`src/rtl/jtag_scan_master_if.sv`:
```
// Controller-side bus of jtag_scan_master.
//   master modport: the sequencer (drives start/tapReset/isInstruction/length/dataIn,
//                   receives dataOut/busy/done)
//   slave modport : the scan master itself
interface jtag_scan_master_if #(
  parameter int unsigned MAX_LENGTH = 32
);
  localparam int unsigned LW = $clog2(MAX_LENGTH + 1);

  logic                  start;
  logic                  tapReset;
  logic                  isInstruction;
  logic [LW-1:0]         length;
  logic [MAX_LENGTH-1:0] dataIn;
  logic [MAX_LENGTH-1:0] dataOut;
  logic                  busy;
  logic                  done;

  modport master (
    output start, tapReset, isInstruction, length, dataIn,
    input  dataOut, busy, done
  );

  modport slave (
    input  start, tapReset, isInstruction, length, dataIn,
    output dataOut, busy, done
  );
endinterface

```
`src/rtl/jtag_scan_master.sv`:
```
// Host-side JTAG scan master. Runs a complete IR or DR scan (or a TAP reset sequence)
// starting and ending in Run-Test/Idle of the downstream TAP.
// Ports:
//   clk, rst      system clock, synchronous active-high reset
//   bus (slave)   start/tapReset/isInstruction/length/dataIn in, dataOut/busy/done out
//   jtag_tck/tms/tdi  JTAG pins driven to the TAP
//   jtag_tdo      JTAG data returned from the TAP
// MSB of the active length goes out first; the first captured TDO bit lands in the MSB.
module jtag_scan_master #(
  parameter int unsigned MAX_LENGTH = 32,
  parameter int unsigned CLOCK_DIV  = 4
) (
  input  logic                   clk,
  input  logic                   rst,
  jtag_scan_master_if.slave      bus,
  output logic                   jtag_tck,
  output logic                   jtag_tms,
  output logic                   jtag_tdi,
  input  logic                   jtag_tdo
);

  localparam int unsigned LW = $clog2(MAX_LENGTH + 1);
  localparam int unsigned IW = (MAX_LENGTH > 1) ? $clog2(MAX_LENGTH) : 1;
  localparam int unsigned DW = (CLOCK_DIV > 1) ? $clog2(CLOCK_DIV) : 1;

  localparam logic [LW-1:0]         MaxLen  = LW'(MAX_LENGTH);
  localparam logic [DW-1:0]         DivLast = DW'(CLOCK_DIV - 1);
  localparam logic [MAX_LENGTH-1:0] OneVec  = MAX_LENGTH'(1);

  // One state per TAP-facing phase; each non-idle state lasts one or more TCK cycles.
  typedef enum logic [2:0] {
    StIdle,
    StResetSeq,
    StSelect,
    StCapture,
    StShift,
    StExitUpdate,
    StReturn
  } state_e;

  state_e                r_state, w_state_d;
  logic [DW-1:0]         r_div, w_div_d;
  logic                  r_tck, w_tck_d;
  logic                  r_tms, w_tms_d;
  logic                  r_tdi, w_tdi_d;
  logic                  r_busy, w_busy_d;
  logic                  r_done, w_done_d;
  logic [2:0]            r_step, w_step_d;
  logic [IW-1:0]         r_bit, w_bit_d;
  logic                  r_ir, w_ir_d;
  logic [MAX_LENGTH-1:0] r_din, w_din_d;
  logic [MAX_LENGTH-1:0] r_dout, w_dout_d;

  logic [LW-1:0]         w_len;
  logic [LW-1:0]         w_len_m1;
  logic [MAX_LENGTH-1:0] w_keep;
  logic [IW-1:0]         w_bit_m1;

  assign w_len    = (bus.length > MaxLen) ? MaxLen : bus.length;
  assign w_len_m1 = w_len - LW'(1);
  // Ones in [n-1:0]; wraps to all ones when n == MAX_LENGTH.
  assign w_keep   = (OneVec << w_len) - OneVec;
  assign w_bit_m1 = r_bit - IW'(1);

  always_comb begin
    w_state_d = r_state;
    w_div_d   = r_div;
    w_tck_d   = r_tck;
    w_tms_d   = r_tms;
    w_tdi_d   = r_tdi;
    w_busy_d  = r_busy;
    w_done_d  = 1'b0;
    w_step_d  = r_step;
    w_bit_d   = r_bit;
    w_ir_d    = r_ir;
    w_din_d   = r_din;
    w_dout_d  = r_dout;

    case (r_state)
      StIdle: begin
        w_div_d = '0;
        w_tck_d = 1'b0;
        w_tms_d = 1'b0;
        w_tdi_d = 1'b0;
        if (bus.tapReset) begin
          w_state_d = StResetSeq;
          w_busy_d  = 1'b1;
          w_tms_d   = 1'b1;
          w_step_d  = '0;
        end else if (bus.start) begin
          if (w_len == '0) begin
            w_done_d = 1'b1;
          end else begin
            w_state_d = StSelect;
            w_busy_d  = 1'b1;
            w_tms_d   = 1'b1;
            w_step_d  = '0;
            w_ir_d    = bus.isInstruction;
            w_din_d   = bus.dataIn;
            w_bit_d   = IW'(w_len_m1);
            w_dout_d  = r_dout & w_keep;
          end
        end
      end

      default: begin
        if (r_div != DivLast) begin
          w_div_d = r_div + DW'(1);
        end else begin
          w_div_d = '0;
          if (!r_tck) begin
            // Rising TCK: TDO is captured on this same clk edge.
            w_tck_d = 1'b1;
            if (r_state == StShift) begin
              w_dout_d[r_bit] = jtag_tdo;
            end
          end else begin
            // Falling TCK ends a TCK cycle; set up TMS/TDI for the next one.
            w_tck_d = 1'b0;
            w_tdi_d = 1'b0;
            case (r_state)
              StResetSeq: begin
                if (r_step == 3'd4) begin
                  w_state_d = StReturn;
                  w_tms_d   = 1'b0;
                end else begin
                  w_step_d = r_step + 3'd1;
                  w_tms_d  = 1'b1;
                end
              end
              StSelect: begin
                // IR path needs a second TMS=1 to reach Select-IR.
                if (r_ir && (r_step == 3'd0)) begin
                  w_step_d = 3'd1;
                  w_tms_d  = 1'b1;
                end else begin
                  w_state_d = StCapture;
                  w_step_d  = '0;
                  w_tms_d   = 1'b0;
                end
              end
              StCapture: begin
                if (r_step == 3'd0) begin
                  w_step_d = 3'd1;
                  w_tms_d  = 1'b0;
                end else begin
                  w_state_d = StShift;
                  w_tms_d   = (r_bit == '0);
                  w_tdi_d   = r_din[r_bit];
                end
              end
              StShift: begin
                if (r_bit == '0) begin
                  w_state_d = StExitUpdate;
                  w_tms_d   = 1'b1;
                end else begin
                  w_bit_d = w_bit_m1;
                  w_tms_d = (w_bit_m1 == '0);
                  w_tdi_d = r_din[w_bit_m1];
                end
              end
              StExitUpdate: begin
                w_state_d = StReturn;
                w_tms_d   = 1'b0;
              end
              StReturn: begin
                w_state_d = StIdle;
                w_tms_d   = 1'b0;
                w_busy_d  = 1'b0;
                w_done_d  = 1'b1;
              end
              default: begin
                w_state_d = StIdle;
                w_tms_d   = 1'b0;
                w_busy_d  = 1'b0;
              end
            endcase
          end
        end
      end
    endcase
  end

  always_ff @(posedge clk) begin
    if (rst) begin
      r_state <= StIdle;
      r_div   <= '0;
      r_tck   <= 1'b0;
      r_tms   <= 1'b0;
      r_tdi   <= 1'b0;
      r_busy  <= 1'b0;
      r_done  <= 1'b0;
      r_step  <= '0;
      r_bit   <= '0;
      r_ir    <= 1'b0;
      r_din   <= '0;
      r_dout  <= '0;
    end else begin
      r_state <= w_state_d;
      r_div   <= w_div_d;
      r_tck   <= w_tck_d;
      r_tms   <= w_tms_d;
      r_tdi   <= w_tdi_d;
      r_busy  <= w_busy_d;
      r_done  <= w_done_d;
      r_step  <= w_step_d;
      r_bit   <= w_bit_d;
      r_ir    <= w_ir_d;
      r_din   <= w_din_d;
      r_dout  <= w_dout_d;
    end
  end

  assign jtag_tck    = r_tck;
  assign jtag_tms    = r_tms;
  assign jtag_tdi    = r_tdi;
  assign bus.busy    = r_busy;
  assign bus.done    = r_done;
  assign bus.dataOut = r_dout;

endmodule

```
`src/flat_wrapper.sv`:
```
// flat-port wrapper written by rule: the top's interface ports become plain ports
module jtag_scan_master_flat 
#(
  parameter int unsigned MAX_LENGTH = 32,
  parameter int unsigned CLOCK_DIV  = 4
)
  (clk, rst, jtag_tck, jtag_tms, jtag_tdi, jtag_tdo, bus_start, bus_tapReset, bus_isInstruction, bus_length, bus_dataIn, bus_dataOut, bus_busy, bus_done);
  jtag_scan_master_if #(.MAX_LENGTH(MAX_LENGTH)) bus_i ();
  input  logic clk;
  input  logic rst;
  output logic jtag_tck;
  output logic jtag_tms;
  output logic jtag_tdi;
  input  logic jtag_tdo;
  input wire logic [$bits(bus_i.start)-1:0] bus_start;
  input wire logic [$bits(bus_i.tapReset)-1:0] bus_tapReset;
  input wire logic [$bits(bus_i.isInstruction)-1:0] bus_isInstruction;
  input wire logic [$bits(bus_i.length)-1:0] bus_length;
  input wire logic [$bits(bus_i.dataIn)-1:0] bus_dataIn;
  output wire logic [$bits(bus_i.dataOut)-1:0] bus_dataOut;
  output wire logic [$bits(bus_i.busy)-1:0] bus_busy;
  output wire logic [$bits(bus_i.done)-1:0] bus_done;
  assign bus_i.start = bus_start;
  assign bus_i.tapReset = bus_tapReset;
  assign bus_i.isInstruction = bus_isInstruction;
  assign bus_i.length = bus_length;
  assign bus_i.dataIn = bus_dataIn;
  assign bus_dataOut = bus_i.dataOut;
  assign bus_busy = bus_i.busy;
  assign bus_done = bus_i.done;
  jtag_scan_master #(.MAX_LENGTH(MAX_LENGTH), .CLOCK_DIV(CLOCK_DIV)) u_core (.clk(clk), .rst(rst), .bus(bus_i), .jtag_tck(jtag_tck), .jtag_tms(jtag_tms), .jtag_tdi(jtag_tdi), .jtag_tdo(jtag_tdo));
endmodule
```
`config.mk`:
```
export PLATFORM = sky130hd
export DESIGN_NAME = jtag_scan_master_flat
export DESIGN_NICKNAME = d
export VERILOG_FILES = /design/src/rtl/jtag_scan_master_if.sv /design/src/rtl/jtag_scan_master.sv /design/src/flat_wrapper.sv
export SDC_FILE = /design/constraint.sdc
export NUM_CORES = 1
export LEC_CHECK = 0
export CAP_MARGIN = 5
export CORE_MARGIN = 4
export CORE_UTILIZATION = 56
export CTS_CLUSTER_SIZE = 40
export DETAILED_ROUTE_END_ITERATION = 10
export PLACE_DENSITY = 0.81
export RECOVER_POWER = 100
export SETUP_SLACK_MARGIN = 0.05
export SYNTH_ARGS = -nofsm -noshare
export SYNTH_HDL_FRONTEND = slang
export SYNTH_SLANG_ARGS = --single-unit
```
`constraint.sdc`:
```
create_clock -name clk -period 4.7 [get_ports clk]
set_input_delay 0.705 -clock clk [delete_from_list [all_inputs] [get_ports clk]]
set_output_delay 0.705 -clock clk [all_outputs]
set_load 0.02 [all_outputs]
```
* After elaboration in Yosys (flattened, before gate mapping)
Index checks and enable logic that the tools add are counted.
** Storage, ports and cells
- Memories kept :: 0
- Bits in registers :: 83
- Memory bits (writable) :: 0
- Memory bits (read-only) :: 0
- Bits in latches :: 0
** Cells by class
- Bitwise operators :: 4
- Multiply operators :: 0
- Muxes and demuxes :: 73
- $add $sub $neg :: 5
- Magnitude comparators :: 4
- Reductions and logical operators :: 21
- Shift operators :: 1
- Div/mod/pow operators :: 0
- Eq/ne operators :: 23
** Operators by type and width (number)
- two-way mux 32 bit :: 7
- two-way mux 3 bit :: 18
- two-way mux 5 bit :: 8
- bitwise AND 32 bit :: 1
- bitwise mux 32 bit :: 1
- << shifter 1 x 6 -> 32 bit (first input constant) :: 1
- subtractor 32 x 1 -> 32 bit (second input constant) :: 1
- two-way mux 1 bit :: 31
- != test 3 bit (second input constant) :: 6
- case mux 3 bit (5 select lines) :: 1
- != test 2 bit (second input constant) :: 7
- AND reduction 7 bit :: 2
- == test 3 bit (second input constant) :: 4
- < comparator 5 x 6 -> 1 bit (second input constant) :: 2
- binary-select mux 1 bit (select 5 bit) :: 2
- logical NOT 5 bit :: 2
- subtractor 5 x 1 -> 5 bit (second input constant) :: 2
- case mux 3 bit (3 select lines) :: 1
- AND reduction 8 bit :: 1
- == test 3 x 2 -> 1 bit (second input constant) :: 2
- greater-than comparator 6 bit (second input constant) :: 1
- logical NOT 3 bit :: 2
- logical NOT 6 bit :: 1
- two-way mux 6 bit :: 1
- 20 further kinds :: 26

* Depth between registers and ports, before layout
- Word-level depth :: 9
- Mapped depth :: 16
- Depth with buffers taken out :: 11

* Worst setup path after synthesis
No wires, ideal clock.
- Kind :: input -> register
- Start point :: input port bus_length[5]
- End point :: register u_core.r_dout[30] (netlist: u_core.bus.dataOut[30])
- Cell stages on the path :: 15
- Path buffers :: 5
- Setup slack :: 1.083 ns
- Arrival :: 3.501 ns
- Path through :: clkbuf_1 > nor2b_1 > inv_1 > ha_1 > buf_6 > clkbuf_1 > clkbuf_1 > nand2_1 > ha_1 > clkbuf_1 > o41ai_2 > nor4b_4 > o31ai_1 > xor2_1 > a31o_2
** Between the ends
- Longest elaborated chain between the ends :: 9
- Elaborated cells on any way between the ends :: 12
- Classes of those cells :: add/sub: 1; order compare: 1; eq/ne: 1; shift: 1; mux: 5; bitwise: 1; reduce/logical: 2
** RTL lines
- start, declared :: line flat_wrapper.sv:18 : input wire logic [$bits(bus_i.length)-1:0] bus_length;
- greater-than comparator 6 bit :: line jtag_scan_master.sv:59 : assign w_len = (bus.length > MaxLen) ? MaxLen : bus.length;
- two-way mux 6 bit * :: line jtag_scan_master.sv:59
- << shifter 1 x 6 -> 32 bit :: line jtag_scan_master.sv:62 : assign w_keep = (OneVec << w_len) - OneVec;
- subtractor 32 x 1 -> 32 bit :: line jtag_scan_master.sv:62
- bitwise AND 32 bit :: line jtag_scan_master.sv:101 : w_dout_d = r_dout & w_keep;
- two-way mux 32 bit :: line jtag_scan_master.sv:91 : if (w_len == '0) begin
- two-way mux 32 bit :: line jtag_scan_master.sv:90 : end else if (bus.start) begin
- two-way mux 32 bit :: line jtag_scan_master.sv:85 : if (bus.tapReset) begin
- two-way mux 32 bit :: line jtag_scan_master.sv:79 : case (r_state)
- end signal, assigned :: line jtag_scan_master.sv:210 : r_dout <= w_dout_d;
- end, declared :: line jtag_scan_master.sv:52 : logic [MAX_LENGTH-1:0] r_dout, w_dout_d;
Every way passes the cells marked *; elsewhere a longest branch is shown, timed or not. The select of a mux whose other input is x is not followed.
A chain may end at the register's enable or synchronous reset.

* Worst setup path in the final report
- Start point :: input port bus_length[5]
- End point :: register u_core.r_dout[29] (netlist: u_core.bus.dataOut[29])
Same word-level chain as after synthesis.

==> results.sh <==
export IMPL_ir_drop_uv=457
export IMPL_synth_flop_cell="dfxtp_1"
export IMPL_drt_pass1_iterations=6
export IMPL_viasPerCell=6.64
export IMPL_synth_top_family_by_area="compound AO/OA/AOI/OAI gates"
export IMPL_coreArea_sq_um=9910
export IMPL_grt_total_usage_pct=32.8
export IMPL_die_w_um=110
export IMPL_die_h_um=110
export IMPL_antenna_found_initial=0
export IMPL_grt_setup_unrepaired="no"
export IMPL_synth_compound_area_share_pct=26.4
export IMPL_drive_gt1_share_pct=9.11
export IMPL_clock_skew_ps=11.4
export IMPL_portBuffers=80
export IMPL_nets=876
export IMPL_maxSlewHeadroom_pct=-57.5
export IMPL_hold_violations=0
export IMPL_netlist_instances=770
export IMPL_antenna_cells=0
export IMPL_setup_ws_ps=507
export IMPL_htree_levels=3
export IMPL_synthMuxAreaShare_pct=8.71
export IMPL_synthDistinctLibCells=74
export IMPL_finalPower_mw=2.41
export IMPL_synthAdderAreaFrac_pct=3.02
export IMPL_place_ws_ps=330
export IMPL_path_cells="clkdlybuf4s50_1 -> buf_4 -> nor2b_1 -> inv_1 -> ha_1 -> clkbuf_1 -> nor3_2 -> o21ai_1 -> a2111oi_4 -> o211ai_1 -> xor2_1 -> a31o_1"
export IMPL_end_kind="register"
export IMPL_place_inst=940
export IMPL_ios=81
export IMPL_drv_cap=1
export IMPL_period_minus_slack_ps=4190
export IMPL_cts_setup_buffers=0
export IMPL_max_freq_mhz=238
export IMPL_worst_setup_path_type="in -> reg"
export IMPL_seq_area_frac_synth_pct=28.7
export IMPL_power_density_nw_per_um2=351
export IMPL_crit_fanout=15
export IMPL_syn_to_final_growth_pct=18.4
export IMPL_ys_ff_latch=83
export IMPL_row_count=36
export IMPL_antenna_left=0
export IMPL_setup_viol=0
export IMPL_cts_resized=0
export IMPL_drt_wl_total_mm=19.6
export IMPL_cp_data_required_time_ps=4980
export IMPL_grt_max_degree=51
export IMPL_maxSlewViolCount=51
export IMPL_clk_latency_ps=380
export IMPL_cts_hold_buf=0
export IMPL_fin_tns_setup_ps=0
export IMPL_synth_edf_count=0
export IMPL_fillCellCount=834
export IMPL_die_area_sq_um=12000
export IMPL_run_status="finished with violations"
export IMPL_cts_tree="done"
export IMPL_p_leak_nw=2.47
export IMPL_yosys_area_share_simple_pct=24.7
export IMPL_cts_sinks=83
export IMPL_netlist_area_sq_um=5790
export IMPL_fin_area_sq_um=6860
export IMPL_clkTransAtPathRegs_ps=100
export IMPL_drt_initial_drc_count=765
export IMPL_clk_path_buf_depth=2
export IMPL_cp_slowest_cell="a2111oi_4"
export IMPL_first_global_vias=5762
export IMPL_syn_avg_cell_area_sq_um=7.52
export IMPL_violations="max-capacitance violations, max-slew violations"
export IMPL_placed_area_sq_um=6680
export IMPL_start_kind="input pin"
export IMPL_synthArstFlopShare_pct=0
export IMPL_fin_cells=956
export IMPL_synth_xor_area_share_pct=2.72
export IMPL_cts_made_buffers=9
export IMPL_drc=0
export IMPL_yosysWarnings=0
export IMPL_hold_class="reg -> reg"
export IMPL_grt_pass1_wl_mm=30.5
export IMPL_overflow=0
export IMPL_cts_root_buf="clkbuf_8"
export IMPL_finalCritPeriodShare_pct=89.2
export IMPL_start_util_pct=58.4
export IMPL_crit_arrival_ps=4470
export IMPL_mostFrequentLayoutCells="nand2_1 (120), a21oi_1 (101), dfxtp_1 (83)"
export IMPL_final_common_cell="nand2_1"
export IMPL_syn_nets=828
export IMPL_slowest_delay_ps=680
export IMPL_dpl_hpwl_mm=14.2
export IMPL_wl_per_cell_um=20.5
export IMPL_via_count=6345
export IMPL_worst_slew_pin_slew_ps=2360
export IMPL_gp_congestion=0.973
==> cells in the mapped netlist, types with 4 or more instances <==
| master | count | area, sq um |
|---|---|---|
| o22ai_1 | 5 | 31.3 |
| a32oi_1 | 5 | 43.8 |
| mux2_2 | 5 | 56.3 |
| a211oi_1 | 4 | 30.0 |
| o211ai_1 | 8 | 60.1 |
| nand2b_1 | 8 | 50.1 |
| buf_2 | 7 | 35.0 |
| a31oi_1 | 17 | 106 |
| xnor2_1 | 12 | 105 |
| mux4_2 | 11 | 248 |
| and3_1 | 4 | 25.0 |
| clkbuf_1 | 53 | 199 |
| xor2_1 | 6 | 52.6 |
| nor2_1 | 38 | 143 |
| nand2_1 | 120 | 450 |
| nand3b_1 | 5 | 37.5 |
| mux2i_1 | 20 | 200 |
| a211o_1 | 9 | 78.8 |
| o31ai_1 | 11 | 82.6 |
| nor4b_1 | 4 | 35.0 |
| a31o_2 | 4 | 35.0 |
| a21oi_1 | 101 | 505 |
| buf_1 | 5 | 18.8 |
| nor3_1 | 26 | 130 |
| or2_2 | 6 | 37.5 |
| o21ai_0 | 43 | 215 |
| dfxtp_1 | 83 | 1660 |
| nor4_1 | 7 | 43.8 |
| nand3_1 | 31 | 155 |
| inv_1 | 18 | 67.6 |
| or3_1 | 13 | 81.3 |
| ha_1 | 14 | 175 |
| nand4_1 | 9 | 56.3 |
==> kinds of logic after synthesis <==
group | Yosys count
AOI/OAI and AO/OA | 243
xor gates and xnor gates | 18
adders and majority gates | 14
buffers and inverters | 85
DFF | 83
muxes | 36
and+or+nand+nor | 291
==> area by class of cell <==
| cell class | count | area, sq um | area share [%] |
|---|---|---|---|
| multi-input combinational | 602 | 3810 | 55.6 |
| sequential | 83 | 1660 | 24.2 |
| timing repair buffer | 103 | 960 | 14.0 |
| tap | 133 | 166 | 2.43 |
| clock buffer | 10 | 138 | 2.01 |
| inverter | 19 | 71.3 | 1.04 |
| clock inverter | 6 | 47.5 | 0.693 |
==> critical path: cells and delay by family <==
family,cells,cell delay [ps]
compound gates,4,1310
fa+ha+maj,1,370
buf+inv,4,1210
xor+xnor,1,210
simple gates,2,660
==> flip-flops by register name (all words and copies together) (netlist names) <==
| signal | flops |
|---|---|
| u_core.r_din | 32 |
| u_core.r_div | 2 |
| u_core.r_step | 3 |
| u_core.bus.done | 1 |
| u_core.bus.dataOut | 32 |
| u_core.r_bit | 5 |
| u_core.r_state | 3 |
| u_core.bus.busy | 1 |
| u_core.jtag_tdi | 1 |
| u_core.jtag_tck | 1 |
| u_core.jtag_tms | 1 |
| u_core.r_ir | 1 |
==> metal layers <==
metal / GRT usage [%] / wire length, um / vias up
met2: 50.3 / 8800 / 391
li1: - / - / 2920
met5: 0 / 0 / -
met1: 45.4 / 8230 / 2972
met4: 12.9 / 690 / 0
met3: 6.40 / 1890 / 62
==> per-stage QoR <==
step | util [%] | hold WS, ps
4_1_cts | 69.3 | 435
3_5_place_dp | 67.4 | 422
3_3_place_gp | 67.4 | 415
5_1_grt | 69.2 | 458
6_report | 69.2 | 438
2_1_floorplan | - | 407
==> final timing paths <==
kind | startpoint | to | slack [ps] | cells after the start
hold / removal | u_core.r_div[0] | u_core.r_div[0] | 440 | 1
hold reg to reg | u_core.r_div[0] | u_core.r_div[0] | 440 | 1
setup reg to reg | u_core.r_bit[0] | u_core.r_bit[0] | 630 | 8
setup / recovery | bus_length[5] | u_core.bus.dataOut[29] | 510 | 12
==> power breakdown <==
part	leakage [nW]	switching, mW	total (mW)	internal [mW]
combinational	1.69	0.668	1.03	0.367
clock	0.0989	0.304	0.518	0.213
sequential	0.674	0.0919	0.856	0.764
Power figures use the tool's default switching activity.
